`src/rtl/seg7_scan_decoder.sv`:
```
// rtl/seg7_scan_decoder.sv - reads back a multiplexed 7-segment bus and decodes each digit
//   clk          in   system clock, rising edge
//   reset        in   synchronous, active-high
//   an           in   [N_DIGITS-1:0] anode strobes, bit i selects digit i
//   seg          in   [6:0] active-low segments, seg[6]=CA ... seg[0]=CG
//   digits       out  [4*N_DIGITS-1:0] decoded nibble of digit i at [4i+3:4i]
//   digit_err    out  [N_DIGITS-1:0] last capture of digit i was an illegal pattern
//   frame_valid  out  one-cycle pulse once every digit has been captured
//   scan_err     out  one-cycle pulse after a registered sample with >1 anode asserted
module seg7_scan_decoder #(
    parameter int N_DIGITS      = 8,
    parameter int STABLE_CYCLES = 4,
    parameter bit AN_ACTIVE_LOW = 1'b1
) (
    input  logic                  clk,
    input  logic                  reset,
    input  logic [N_DIGITS-1:0]   an,
    input  logic [6:0]            seg,
    output logic [4*N_DIGITS-1:0] digits,
    output logic [N_DIGITS-1:0]   digit_err,
    output logic                  frame_valid,
    output logic                  scan_err
);

    localparam int CW = $clog2(STABLE_CYCLES + 1);
    localparam logic [CW-1:0] CNT_MAX = CW'(STABLE_CYCLES);
    localparam logic [CW-1:0] CNT_CAP = CW'(STABLE_CYCLES - 1);

    typedef enum logic [1:0] {
        S_IDLE,
        S_SETTLE,
        S_CAPTURED
    } state_t;

    state_t                state_q, state_d;
    logic [N_DIGITS-1:0]   r_an_q, r_an_d;
    logic [6:0]            r_seg_q, r_seg_d;
    logic [N_DIGITS-1:0]   p_an_q, p_an_d;
    logic [6:0]            p_seg_q, p_seg_d;
    logic [CW-1:0]         cnt_q, cnt_d;
    logic [N_DIGITS-1:0]   seen_q, seen_d;
    logic [4*N_DIGITS-1:0] digits_q, digits_d;
    logic [N_DIGITS-1:0]   digit_err_q, digit_err_d;
    logic                  frame_valid_q, frame_valid_d;
    logic                  scan_err_q, scan_err_d;

    logic [N_DIGITS-1:0]   an_norm;
    logic                  an_one_hot;
    logic                  an_multi;
    logic                  pair_changed;
    logic                  capture;
    logic [3:0]            dec_nib;
    logic                  dec_err;

    assign an_norm = AN_ACTIVE_LOW ? ~an : an;

    // Segment pattern (active-low, CA..CG) back to a BCD nibble.
    always_comb begin
        dec_nib = 4'hE;
        dec_err = 1'b0;
        case (r_seg_q)
            7'b0000001: dec_nib = 4'h0;
            7'b1001111: dec_nib = 4'h1;
            7'b0010010: dec_nib = 4'h2;
            7'b0000110: dec_nib = 4'h3;
            7'b1001100: dec_nib = 4'h4;
            7'b0100100: dec_nib = 4'h5;
            7'b0100000: dec_nib = 4'h6;
            7'b0001111: dec_nib = 4'h7;
            7'b0000000: dec_nib = 4'h8;
            7'b0000100: dec_nib = 4'h9;
            7'b1111111: dec_nib = 4'hF;
            default:    dec_err = 1'b1;
        endcase
    end

    always_comb begin
        r_an_d  = an_norm;
        r_seg_d = seg;
        p_an_d  = r_an_q;
        p_seg_d = r_seg_q;

        // x & (x-1) clears the lowest set bit; zero result means at most one bit set.
        an_one_hot   = (r_an_q != '0) && ((r_an_q & (r_an_q - N_DIGITS'(1))) == '0);
        an_multi     = (r_an_q != '0) && !an_one_hot;
        pair_changed = (r_an_q != p_an_q) || (r_seg_q != p_seg_q);

        if (pair_changed || !an_one_hot) begin
            cnt_d = '0;
        end else if (cnt_q != CNT_MAX) begin
            cnt_d = cnt_q + CW'(1);
        end else begin
            cnt_d = cnt_q;
        end

        state_d = state_q;
        capture = 1'b0;
        case (state_q)
            S_IDLE: begin
                if (an_one_hot) begin
                    state_d = S_SETTLE;
                end
            end
            S_SETTLE: begin
                if (!an_one_hot) begin
                    state_d = S_IDLE;
                end else if (!pair_changed && (cnt_q == CNT_CAP)) begin
                    capture = 1'b1;
                    state_d = S_CAPTURED;
                end
            end
            S_CAPTURED: begin
                if (pair_changed) begin
                    state_d = an_one_hot ? S_SETTLE : S_IDLE;
                end
            end
            default: state_d = S_IDLE;
        endcase

        // A completed frame is reported one edge after the completing write; a write on
        // that same edge belongs to the next frame.
        frame_valid_d = &seen_q;
        seen_d        = frame_valid_d ? '0 : seen_q;
        digits_d      = digits_q;
        digit_err_d   = digit_err_q;
        if (capture) begin
            seen_d = seen_d | r_an_q;
            for (int i = 0; i < N_DIGITS; i++) begin
                if (r_an_q[i]) begin
                    digits_d[4*i +: 4] = dec_nib;
                    digit_err_d[i]     = dec_err;
                end
            end
        end

        scan_err_d = an_multi;
    end

    always_ff @(posedge clk) begin
        if (reset) begin
            state_q       <= S_IDLE;
            r_an_q        <= '0;
            r_seg_q       <= '0;
            p_an_q        <= '0;
            p_seg_q       <= '0;
            cnt_q         <= '0;
            seen_q        <= '0;
            digits_q      <= '1;
            digit_err_q   <= '0;
            frame_valid_q <= 1'b0;
            scan_err_q    <= 1'b0;
        end else begin
            state_q       <= state_d;
            r_an_q        <= r_an_d;
            r_seg_q       <= r_seg_d;
            p_an_q        <= p_an_d;
            p_seg_q       <= p_seg_d;
            cnt_q         <= cnt_d;
            seen_q        <= seen_d;
            digits_q      <= digits_d;
            digit_err_q   <= digit_err_d;
            frame_valid_q <= frame_valid_d;
            scan_err_q    <= scan_err_d;
        end
    end

    assign digits      = digits_q;
    assign digit_err   = digit_err_q;
    assign frame_valid = frame_valid_q;
    assign scan_err    = scan_err_q;

endmodule
```
`config.mk`:
```
export PLATFORM = sky130hd
export DESIGN_NAME = seg7_scan_decoder
export DESIGN_NICKNAME = d
export VERILOG_FILES = /design/src/rtl/seg7_scan_decoder.sv
export SDC_FILE = /design/constraint.sdc
export NUM_CORES = 1
export LEC_CHECK = 0
export ABC_AREA = 1
export BUFFER_PORTS_ARGS = -buffer_cell sky130_fd_sc_hd__buf_4
export CORE_UTILIZATION = 45
export DETAILED_ROUTE_END_ITERATION = 10
export PLACE_DENSITY = 0.68
export SLEW_MARGIN = 40
export SYNTH_ARGS = -nofsm -noshare
export SYNTH_HDL_FRONTEND = slang
export SYNTH_SLANG_ARGS = --single-unit
```
`constraint.sdc`:
```
create_clock -name clk -period 4.2 [get_ports clk]
set_clock_uncertainty 0.15 [all_clocks]
set_input_delay 0.21 -clock clk [delete_from_list [all_inputs] [get_ports clk]]
set_output_delay 0.21 -clock clk [all_outputs]
set_load 0.02 [all_outputs]
```
==> impl_results.md, run 1 <==
- ANT nets after route: 0
- I/O Pins: between 50 and 60
- CORE AREA: around 7900 sq um
- Mapped Cells: between 500 and 600
- Clock Pin Slew Worst Setup and Hold Paths: 80 ps
- Required time of the worst setup path: between 4000 and 5000 ps
- Largest net degree at the start of global routing: 42
- Router iterations before antenna repair: 4
- Final period util: between 60 and 70%
- Slew of the pin with the lowest slew margin: approximately 770 ps
- Hold path startpoint: reset
- Share of the synthesized area in the top cell type: between 40% and 50%
- Slew Viols, Final: 0
- Routability cong.: 0.8847
- Unrepaired setup endpoints after global routing: no
- Fillers: between 700 and 800
- FF-to-FF path depth: 12
- Placed insts: 642
- Worst R2R Start: p_an_d[3]
- Top Metal Used: met4
- Half-perimeter wire length after placement: between 5 and 6 mm
- CTS H-tree depth: 3
- Longest Clk Path Bufs: 2
- Initial core utilization: 47.30%
- Sequential cell area: approximately 1700 sq um
- Crit path time final: around 2800 ps
- Antenna violations before repair: 0
- Post-CTS Setup Repair Bufs: 0
- Synth top area cells: dfxtp_1 (46%), nand2_1 (12%), nand4_1 (7.4%), nor2_1 (6.7%), nand3_1 (6.7%)
- Leakage Power: a little over 2 nW
- Total Routed Length: between 8 and 9 mm
- Root Driver: clkbuf_8
- # DRC: 0
- CP Buf/Inv Count: 2
- Startpoint types: register
- Via count: approximately 3.3k
- Final setup TNS: 0 ps
- TritonCTS buffer count: 9
- Area Growth Syn to Fin: 19.58%
- Clk sinks: between 80 and 90
- Normalized max-slew margin: around half
- Area leader, netlist: dfxtp_1
- Wire length per cell: 12.49 um
- Slowest stage delay, CP: ~600 ps
- Die area: 8659 sq um
- CP max stage cell: dfxtp_1
- Routed wl met3: ~360 um
- Die X-Extent: approximately 93 um
- Syn_nets: between 500 and 600
- Pwr dens: 344.1 nW/um^2
- Clock latency on the worst-skew pair: approximately 360 ps
- Fin nets: roughly 600
- FF+latch count, synth: 85
- Final Non-Filler Cells: roughly 670
- Hold depth: 2
- CP Depth: 12
- # setup viols final: 0
- Max-cap violations: 0
- Worst setup EP type: register
- Worst EP arrival: 2900 ps
- CP most frequent cell: nand2_1
- Die H: 93.06 um
- Resized Gates After CTS: 0
- Share of cells above drive strength 1: roughly 16%
- Placed cell areas: between 4000 and 5000 sq um
- CP Cell Sequence: inv_2, nand2_1, nand2_1, nor2_1, nand2_1, nor2_1, nand2_1, nor2_4, buf_4, nand3_1, nand2_1, nand3_1
- Mapped Area: approximately 3700 sq um
- Detailed route wirelength on metal2: 3.986 mm
- Post-synthesis sequential area ratio: a little under half
- Multi-input gate area: about 1600 sq um
- DR iter-0 viols: 173
- Min-delay worst type: primary input to register
- Count of cell types in the netlist: 25
- Worst reg-to-reg setup slack: roughly 1400 ps
- First-pass GRT wire length: roughly 15 mm
- Peak supply drop: ~0.00022 V
- CP delay by family, top: simple AND/OR/NAND/NOR gates
- Synth Warn #: 0
- Vias in the first global route: roughly 3.1k
- DR vias/cell: about 4.9
- WHS Endpoint: p_an_q[5]
- Hold Vio Cnt, Final: 0
- Critical path fanouts, max: 32
- Avg Cell Area, Syn: between 7 and 8 sq um
- Overall routing resource usage: roughly 22%
- Area of all placed cells without fillers: roughly 4500 sq um
- Reg2reg end: digits[22]
- M1 wire length: 3.931 mm
- # diodes: 0
- Max Clk Rate: 354.5 MHz
- Grt total ovfl: 0
- Num rows: 32
- Critical path type: register to register
- PortBufs: 58
- Status: finished, final reports clean
- CTS tree: yes
[layout make-up]
| cell class | count | share of cell area (%) |
|---|---|---|
| tap | 102 | 2.860 |
| multi-input combinational | 327 | 35.42 |
| inverter | 67 | 5.637 |
| clock buffer | 11 | 2.944 |
| timing repair buffer | 76 | 13.63 |
| sequential | 85 | 38.14 |
| clock inverter | 5 | 1.374 |
[state kept, by name, summed over array words and instances, names as in the netlist]
| signal | cells |
|---|---|
| digits | 32 |
| digit_err | 8 |
| p_an_d | 8 |
| p_an_q | 8 |
| seen_q | 8 |
| p_seg_d | 7 |
| p_seg_q | 7 |
| cnt_q | 3 |
| state_q | 2 |
| frame_valid | 1 |
| scan_err | 1 |
[cell usage in the layout, fill, tap and decap left out]
cell type / n
nand2_1: 124
dfxtp_1: 85
nor2_1: 67
inv_1: 61
buf_4: 61
nand3_1: 50
nand4_1: 44
dlygate4sd3_1: 15
a21oi_1: 11
clkbuf_8: 9
o21ai_0: 8
inv_2: 5
nand3_4: 5
or2_2: 3
xnor2_1: 3
ha_1: 3
clkinv_4: 3
nor2_4: 2
xor2_1: 2
nor3_1: 2
clkbuf_1: 2
nor2_2: 1
clkinv_1: 1
or3_1: 1
nor3_2: 1
clkinv_2: 1
bufinv_16: 1
[Yosys cell counts, drive strengths merged]
cell and number:
or2 3, nand3 55, o21ai 8, xnor2 3, dfxtp 85, xor2 2
nor3 3, inv 66, ha 3, buf 19, nor2 70, nand2 124
or3 1, clkbuf 9, clkinv 1, a21oi 11, nand4 44
[routing by layer]
layer,vias up,global-route usage (%)
met4,0,6.795
met3,11,6.585
met5,-,0
met2,72,35.42
met1,1475,27.58
li1,1728,-
[per-stage QoR]
stage / setup slack (ps) / util, % / total power [mW] / hold slack, ps
after floorplan: 2401 / - / 0.9473 / 126.7
after global placement: 1512 / 52.16 / 0.9720 / 221.8
after detailed placement: 1396 / 52.22 / 0.9769 / 217.1
after CTS: 1408 / 56.57 / 1.551 / 111.9
after global routing: 1038 / 56.57 / 1.616 / 123.5
final: 1379 / 56.57 / 1.535 / 119.2
[how the worst max path moves through the flow]
stage,from,slack [ps],end
4_1_cts,p_an_d[3],1410,digits[20]
2_1_floorplan,p_an_d[4],2400,digits[25]
6_report,p_an_d[3],1380,digits[22]
3_3_place_gp,p_an_d[7],1510,digits[22]
5_1_grt,p_an_d[5],1040,digits[22]
3_5_place_dp,p_an_d[3],1400,digits[22]
[power breakdown]
| group | internal (mW) | switching [mW] | leakage [nW] | total [mW] |
|---|---|---|---|---|
| clock network | 0.277 | 0.289 | 0.0975 | 0.566 |
| registers | 0.821 | 0.0210 | 0.693 | 0.842 |
| logic | 0.0488 | 0.0787 | 1.27 | 0.128 |
| total | 1.15 | 0.389 | 2.06 | 1.54 |
[kinds of logic after synthesis]
logic type | Yosys count | share of synthesized area, %
simple gates | 300 | 37.49
buf+inv | 95 | 12.17
flops | 85 | 45.61
compound gates | 19 | 2.549
xor+xnor | 5 | 1.174
fa+ha+maj | 3 | 1.006
[timing repair]
action,in CTS,in global routing
endpoints found under the hold margin,15,0
setup endpoints to repair,0,0
hold buffers,15,0
No activity file was read; power rests on OpenSTA's default activity.
==> run 2: changes to the inputs <==
--- a/config.mk
+++ b/config.mk
@@ -5,11 +5,11 @@
 export SDC_FILE = /design/constraint.sdc
 export NUM_CORES = 1
 export LEC_CHECK = 0
-export ABC_AREA = 1
+export ABC_AREA = 0
 export BUFFER_PORTS_ARGS = -buffer_cell sky130_fd_sc_hd__buf_4
 export CORE_UTILIZATION = 45
 export DETAILED_ROUTE_END_ITERATION = 10
-export PLACE_DENSITY = 0.68
+export PLACE_DENSITY = 0.71
 export SLEW_MARGIN = 40
 export SYNTH_ARGS = -nofsm -noshare
 export SYNTH_HDL_FRONTEND = slang
==> constraint.sdc (replaced) <==
create_clock -name clk -period 2.5 [get_ports clk]
set_clock_uncertainty 0.15 [all_clocks]
set_input_delay 0.125 -clock clk [delete_from_list [all_inputs] [get_ports clk]]
set_output_delay 0.125 -clock clk [all_outputs]
set_load 0.02 [all_outputs]
==> impl_results.md, run 2 <==
- CP delay by family, top: compound AO/OA/AOI/OAI gates (was simple AND/OR/NAND/NOR gates)
- Initial core utilization: 47.05% (was 47.30%)
- Overall routing resource usage: 19.11% (was 21.76%)
- Slew of the pin with the lowest slew margin: 678.9 ps (was 767.5 ps)
- Fin nets: 433 (was 586)
- Num rows: 31 (was 32)
- Die X-Extent: 89.32 um (was 93.06 um)
- Syn_nets: 366 (was 527)
- # setup viols final: 0 (unchanged)
- Largest net degree at the start of global routing: 53 (was 42)
- Die H: 89.32 um (was 93.06 um)
- Sequential cell area: 1702 sq um (unchanged)
- CP max stage cell: a2111oi_4 (was dfxtp_1)
- Clk sinks: 85 (unchanged)
- Worst setup EP type: register (unchanged)
- Startpoint types: register (unchanged)
- Routability cong.: 0.8097 (was 0.8847)
- Total Routed Length: 7.004 mm (was 8.408 mm)
- Avg Cell Area, Syn: 9.916 sq um (was 7.359 sq um)
- Wire length per cell: 13.55 um (was 12.49 um)
- Area leader, netlist: dfxtp_1 (unchanged)
- CP Buf/Inv Count: 0 (was 2)
- Prevailing post-synth register cell: dfxtp_1 (unchanged)
- Clock Pin Slew Worst Setup and Hold Paths: 90 ps (was 80 ps)
- Post-synth EDFFs: 0 (unchanged)
- Synth top area cells: dfxtp_1 (50%), mux2i_1 (12%), nor2_1 (5.1%), xnor2_1 (4.1%), nor2b_1 (4.0%) (was dfxtp_1 (46%), nand2_1 (12%), nand4_1 (7.4%), nor2_1 (6.7%), nand3_1 (6.7%))
- Hold Vio Cnt, Final: 0 (unchanged)
- PortBufs: 58 (unchanged)
- DR iter-0 viols: 97 (was 173)
- Most frequent cells in the layout: dfxtp_1 (85), buf_4 (64), nor2_1 (47) (was nand2_1 (124), dfxtp_1 (85), nor2_1 (67))
- CP Cell Sequence: or4_4, o22ai_4, a211oi_2, a2111oi_4, mux2i_1 (was inv_2, nand2_1, nand2_1, nor2_1, nand2_1, nor2_1, nand2_1, nor2_4, buf_4, nand3_1, nand2_1, nand3_1)
- Root Driver: clkbuf_8 (unchanged)
- Half-perimeter wire length after placement: 4.873 mm (was 5.992 mm)
- Post-synthesis sequential area ratio: 49.60% (was 45.61%)
- Post-synth ARST share: 0% (unchanged)
- Peak supply drop: 0.0003730 V (was 0.0002182 V)
- Longest Clk Path Bufs: 2 (unchanged)
- Multi-input gate area: 1613 sq um (was 1580 sq um)
- # DRC: 0 (unchanged)
- FF+latch count, synth: 85 (unchanged)
- ANT nets after route: 0 (unchanged)
- Count leader, synth: dfxtp_1 (was nand2_1)
- # diodes: 0 (unchanged)
- Unrepaired setup endpoints after global routing: no (unchanged)
- Die area: 7977 sq um (was 8659 sq um)
- Final period util: 91.22% (was 67.16%)
- Clock latency on the worst-skew pair: 360 ps (about the same)
- First-pass GRT wire length: 11.36 mm (was 14.64 mm)
- Worst EP arrival: 2350 ps (was 2900 ps)
- Crit path time final: 2280 ps (was 2821 ps)
- Min-delay worst type: primary input to register (unchanged)
- Fillers: 647 (was 727)
- Max-cap violations: 0 (unchanged)
- Share of cells above drive strength 1: 23.21% (was 16.11%)
- I/O Pins: 59 (unchanged)
- CTS tree: yes (unchanged)
- CORE AREA: 7292 sq um (was 7888 sq um)
- Count of cell types in the netlist: 43 (was 25)
- CTS H-tree depth: 3 (unchanged)
- Final setup TNS: 0 ps (unchanged)
- Mapped Cells: 346 (was 507)
- Synth Warn #: 0 (unchanged)
- Mapped Area: 3431 sq um (was 3731 sq um)
- Commonest non-fill, non-tap cell in the layout: dfxtp_1 (was nand2_1)
- Vias in the first global route: 2365 (was 3104)
- Leakage Power: 1.989 nW (was 2.062 nW)
- Critical path type: register to register (unchanged)
- DR vias/cell: 4.963 (was 4.883)
- Slew Viols, Final: 0 (unchanged)
- Resized Gates After CTS: 0 (unchanged)
- Via count: 2566 (was 3286)
- TritonCTS buffer count: 9 (unchanged)
- Largest register FFs: 32 (unchanged)
- Antenna violations before repair: 0 (unchanged)
- Slowest stage delay, CP: 610 ps (was 600 ps)
- Total power: 2.814 mW (was 1.535 mW)
- Critical path fanouts, max: 10 (was 32)
- Area Growth Syn to Fin: 26.51% (was 19.58%)
- Status: finished, final reports clean (unchanged)
- Router iterations before antenna repair: 4 (unchanged)
- Commonest cells post-synth: dfxtp_1 (85), nor2_1 (47), mux2i_1 (41) (was nand2_1 (124), dfxtp_1 (85), nor2_1 (67))
- Normalized max-slew margin: 54.74% (was 48.71%)
- Pwr dens: 648.2 nW/um^2 (was 344.1 nW/um^2)
- Share of the synthesized area in the top cell type: 49.60% (was 45.61%)
- Grt total ovfl: 0 (unchanged)
- Max Clk Rate: 438.5 MHz (was 354.5 MHz)
- Required time of the worst setup path: 2570 ps (was 4280 ps)
-- run 2: final timing paths --
path             endpoint  cells after the start  slack [ps]         start
max             digits[3]                      5         220    p_seg_d[6]
min            p_seg_q[6]                      2         100         reset
max reg2reg     digits[3]                      5         220    p_seg_d[6]
min reg2reg  digit_err[1]                      2         310  digit_err[1]
-- run 2: layer usage --
layer | global-route usage, % | vias up | part of all wire, %
met5 | 0 | - | 0
met4 | 9.524 | 0 | 1.7
met3 | 3.878 | 10 | 3.4
met2 | 30.05 | 48 | 47
met1 | 25.03 | 1188 | 48
li1 | - | 1320 | -
-- run 2: timing repair --
| action | 4_1_cts | 5_1_grt |
|---|---|---|
| hold buffers | 15 | 0 |
| hold endpoints to repair | 15 | 0 |
| buffers inserted | 0 | 0 |
-- run 2: power by group --
group	internal (mW)	total, mW	switching (mW)
clock network	0.681	1.20	0.522
registers	1.38	1.42	0.0364
logic	0.0961	0.196	0.100
total	2.16	2.81	0.658
-- run 2: worst register-to-register path: cells and delay by family, from the launching register on --
| kind | cells | cell delay [ps] |
|---|---|---|
| flops | 1 | 410 |
| mux | 1 | 150 |
| compound gates | 3 | 860 |
| simple gates | 1 | 570 |
-- run 2: cell type report --
cell class / instances / area share, %
sequential: 85 / 39.20
multi-input combinational: 233 / 37.16
timing repair buffer: 79 / 14.53
clock inverter: 7 / 2.969
clock buffer: 9 / 2.854
tap: 99 / 2.854
inverter: 5 / 0.4324
-- run 2: cells by family after synthesis --
| group | after synthesis | share of synthesized area (%) |
|---|---|---|
| adder cells (fa/ha/maj) | 3 | 1.094 |
| buffers and inverters | 28 | 3.574 |
| XOR/XNOR | 18 | 4.595 |
| AO/OA/AOI/OAI | 42 | 10.18 |
| AND/OR/NAND/NOR | 129 | 19.00 |
| flip-flops | 85 | 49.60 |
| multiplexers | 41 | 11.96 |
-- run 2: through the flow --
step / area [sq um] / utilization, % / hold WS [ps] / cells / setup slack, ps
after CTS: 4340 / 59.52 / 72.90 / 517 / 218.4
after global routing: 4340 / 59.52 / 109.9 / 517 / 83.16
after floorplan: 3431 / - / 41.69 / 346 / 406.6
final: 4340 / 59.52 / 95.43 / 517 / 219.5
after global placement: 3931 / 53.91 / 127.4 / 486 / 302.4
after detailed placement: 3938 / 54.00 / 128.5 / 486 / 270.3
==> run 3: changes to the inputs <==
--- a/config.mk
+++ b/config.mk
@@ -9,6 +9,7 @@
 export BUFFER_PORTS_ARGS = -buffer_cell sky130_fd_sc_hd__buf_4
 export CORE_UTILIZATION = 45
 export DETAILED_ROUTE_END_ITERATION = 10
+export MAX_ROUTING_LAYER = met4
 export PLACE_DENSITY = 0.71
 export SLEW_MARGIN = 40
 export SYNTH_ARGS = -nofsm -noshare
==> impl_results.md, run 3 (synthesis results as in run 2) <==
- CP Buf/Inv Count: 0 (unchanged)
- First-pass GRT wire length: 11.37 mm (was 11.36 mm)
- Sw Share: 23.45% (was 23.40%)
- Util after Layout: 59.52% (unchanged)
- TritonCTS buffer count: 9 (unchanged)
- Worst setup EP type: register (unchanged)
- Worst R2R Start: p_seg_d[6] (unchanged)
- Vias in the first global route: 2365 (unchanged)
- Die H: 89.32 um (unchanged)
- Overall routing resource usage: 19.72% (was 19.11%)
- Required time of the worst setup path: 2570 ps (about the same)
- DR vias/cell: 4.986 (was 4.963)
- Max Clk Rate: 439.5 MHz (was 438.5 MHz)
- Register share of total power: 50.3% (about the same)
- CTS H-tree depth: 3 (unchanged)
- Die X-Extent: 89.32 um (unchanged)
- Clock latency on the worst-skew pair: 360 ps (about the same)
- Clock Pin Slew Worst Setup and Hold Paths: 90 ps (about the same)
- Final setup TNS: 0 ps (unchanged)
- Router iterations before antenna repair: 4 (unchanged)
- Clk sinks: 85 (unchanged)
- Crit path time final: 2275 ps (was 2280 ps)
- Worst setup path end: digits[3] (unchanged)
- Logic pwr share: 7.0% (about the same)
- Hold WS: 95.95 ps (was 95.43 ps)
- Reg2reg end: digits[3] (unchanged)
- CORE AREA: 7292 sq um (unchanged)
- CTS tree: yes (unchanged)
- # DRC: 0 (unchanged)
- # setup viols final: 0 (unchanged)
- Half-perimeter wire length after placement: 4.873 mm (unchanged)
- CP delay by family, top: compound AO/OA/AOI/OAI gates (unchanged)
- Hold Vio Cnt, Final: 0 (unchanged)
- Fillers: 647 (unchanged)
- Root Driver: clkbuf_8 (unchanged)
- Unrepaired setup endpoints after global routing: no (unchanged)
- FF-to-FF path depth: 5 (unchanged)
- Longest Clk Path Bufs: 2 (unchanged)
- # diodes: 0 (unchanged)
- Pint: 2.155 mW (about the same)
- Grt total ovfl: 0 (unchanged)
- CP max stage cell: a2111oi_4 (unchanged)
- ANT nets after route: 0 (unchanged)
- Routability cong.: 0.8216 (was 0.8097)
- Max-cap violations: 0 (unchanged)
- Via count: 2578 (was 2566)
- Clk pwr share: 42.8% (was 42.7%)
- # hold bufs at CTS: 15 (unchanged)
- Post-CTS Setup Repair Bufs: 0 (unchanged)
- Normalized max-slew margin: 54.88% (was 54.74%)
- Peak supply drop: 0.0003736 V (was 0.0003730 V)
- Leakage Power: 1.989 nW (unchanged)
- Slew of the pin with the lowest slew margin: 676.7 ps (was 678.9 ps)
- PortBufs: 58 (unchanged)
- Die area: 7977 sq um (unchanged)
- Area Growth Syn to Fin: 26.51% (unchanged)
- CP Depth: 5 (unchanged)
- Critical path fanouts, max: 10 (unchanged)
- Crit path launch: p_seg_d[6] (unchanged)
- Worst reg-to-reg setup slack: 220 ps (about the same)
- Pwr dens: 648.7 nW/um^2 (was 648.2 nW/um^2)
- Status: finished, final reports clean (unchanged)
- Slowest stage delay, CP: 610 ps (about the same)
- Resized Gates After CTS: 0 (unchanged)
- Initial core utilization: 47.05% (unchanged)
- Worst EP arrival: 2350 ps (about the same)
- Wire length per cell: 13.65 um (was 13.55 um)
- Antenna violations before repair: 0 (unchanged)
- CP Cell Sequence: or4_4, o22ai_4, a211oi_2, a2111oi_4, mux2i_1 (unchanged)
- Switching Power: 0.6603 mW (was 0.6583 mW)
- Share of cells above drive strength 1: 23.21% (unchanged)
- Commonest non-fill, non-tap cell in the layout: dfxtp_1 (unchanged)
- Most frequent cells in the layout: dfxtp_1 (85), buf_4 (64), nor2_1 (47) (unchanged)
- Total Routed Length: 7.056 mm (was 7.004 mm)
- Area of all placed cells without fillers: 4340 sq um (unchanged)
- Num rows: 31 (unchanged)
- Largest net degree at the start of global routing: 53 (unchanged)
- Critical path type: register to register (unchanged)
- Placed cell areas: 3938 sq um (unchanged)
- I/O Pins: 59 (unchanged)
- Startpoint types: register (unchanged)
- Min-delay worst type: primary input to register (unchanged)
- Final period util: 91.01% (was 91.22%)
- Largest register FFs: 32 (unchanged)
- Slew Viols, Final: 0 (unchanged)
- Fin nets: 433 (unchanged)
- DR iter-0 viols: 94 (was 97)
-- run 3: per-layer routing --
layer | wire [um] | GRT usage, %
met3 | 202 | 3.878
met2 | 3304 | 29.91
met5 | 0 | -
met4 | 116 | 9.524
met1 | 3433 | 25.20
-- run 3: worst reg2reg max path: stages (launching register included) --
cell,delay (ps)
dfxtp_1,410
or4_4,570
o22ai_4,160
a211oi_2,90
a2111oi_4,610
mux2i_1,150
-- run 3: how the worst min path moves through the flow --
stage	startpoint	slack, ps	endpoint	cells after the start
after floorplan	an[7]	40	p_an_d[7]	1
after global placement	an[7]	130	p_an_d[7]	2
after detailed placement	an[7]	130	p_an_d[7]	2
after CTS	reset	70	p_seg_d[0]	2
after global routing	reset	110	p_seg_d[6]	2
final	reset	100	p_seg_q[6]	2
-- run 3: cell type report --
type / instances / area (sq um) / area share, %
clock buffers: 9 / 123.9 / 2.854
clock inverters: 7 / 128.9 / 2.969
inverters: 5 / 18.77 / 0.4324
multi-input cells: 233 / 1613 / 37.16
flip-flops and latches: 85 / 1702 / 39.20
well taps: 99 / 123.9 / 2.854
repair buffers: 79 / 630.6 / 14.53
-- run 3: stage by stage --
step / worst slack, ps / total power, mW / cells
2_1_floorplan: 406.6 / 1.569 / 346
3_3_place_gp: 302.4 / 1.620 / 486
3_5_place_dp: 270.3 / 1.623 / 486
4_1_cts: 218.4 / 2.837 / 517
5_1_grt: 83.16 / 2.928 / 517
6_report: 224.8 / 2.816 / 517
-- run 3: power groups by stage --
| stage | combinational [mW] | sequential [mW] | clock [mW] |
|---|---|---|---|
| global route | 0.217 | 1.42 | 1.29 |
| floorplan | 0.143 | 1.43 | 0 |
| finish | 0.197 | 1.42 | 1.20 |
| CTS | 0.196 | 1.41 | 1.23 |
| global placement | 0.174 | 1.45 | 0 |
| detailed placement | 0.177 | 1.45 | 0 |
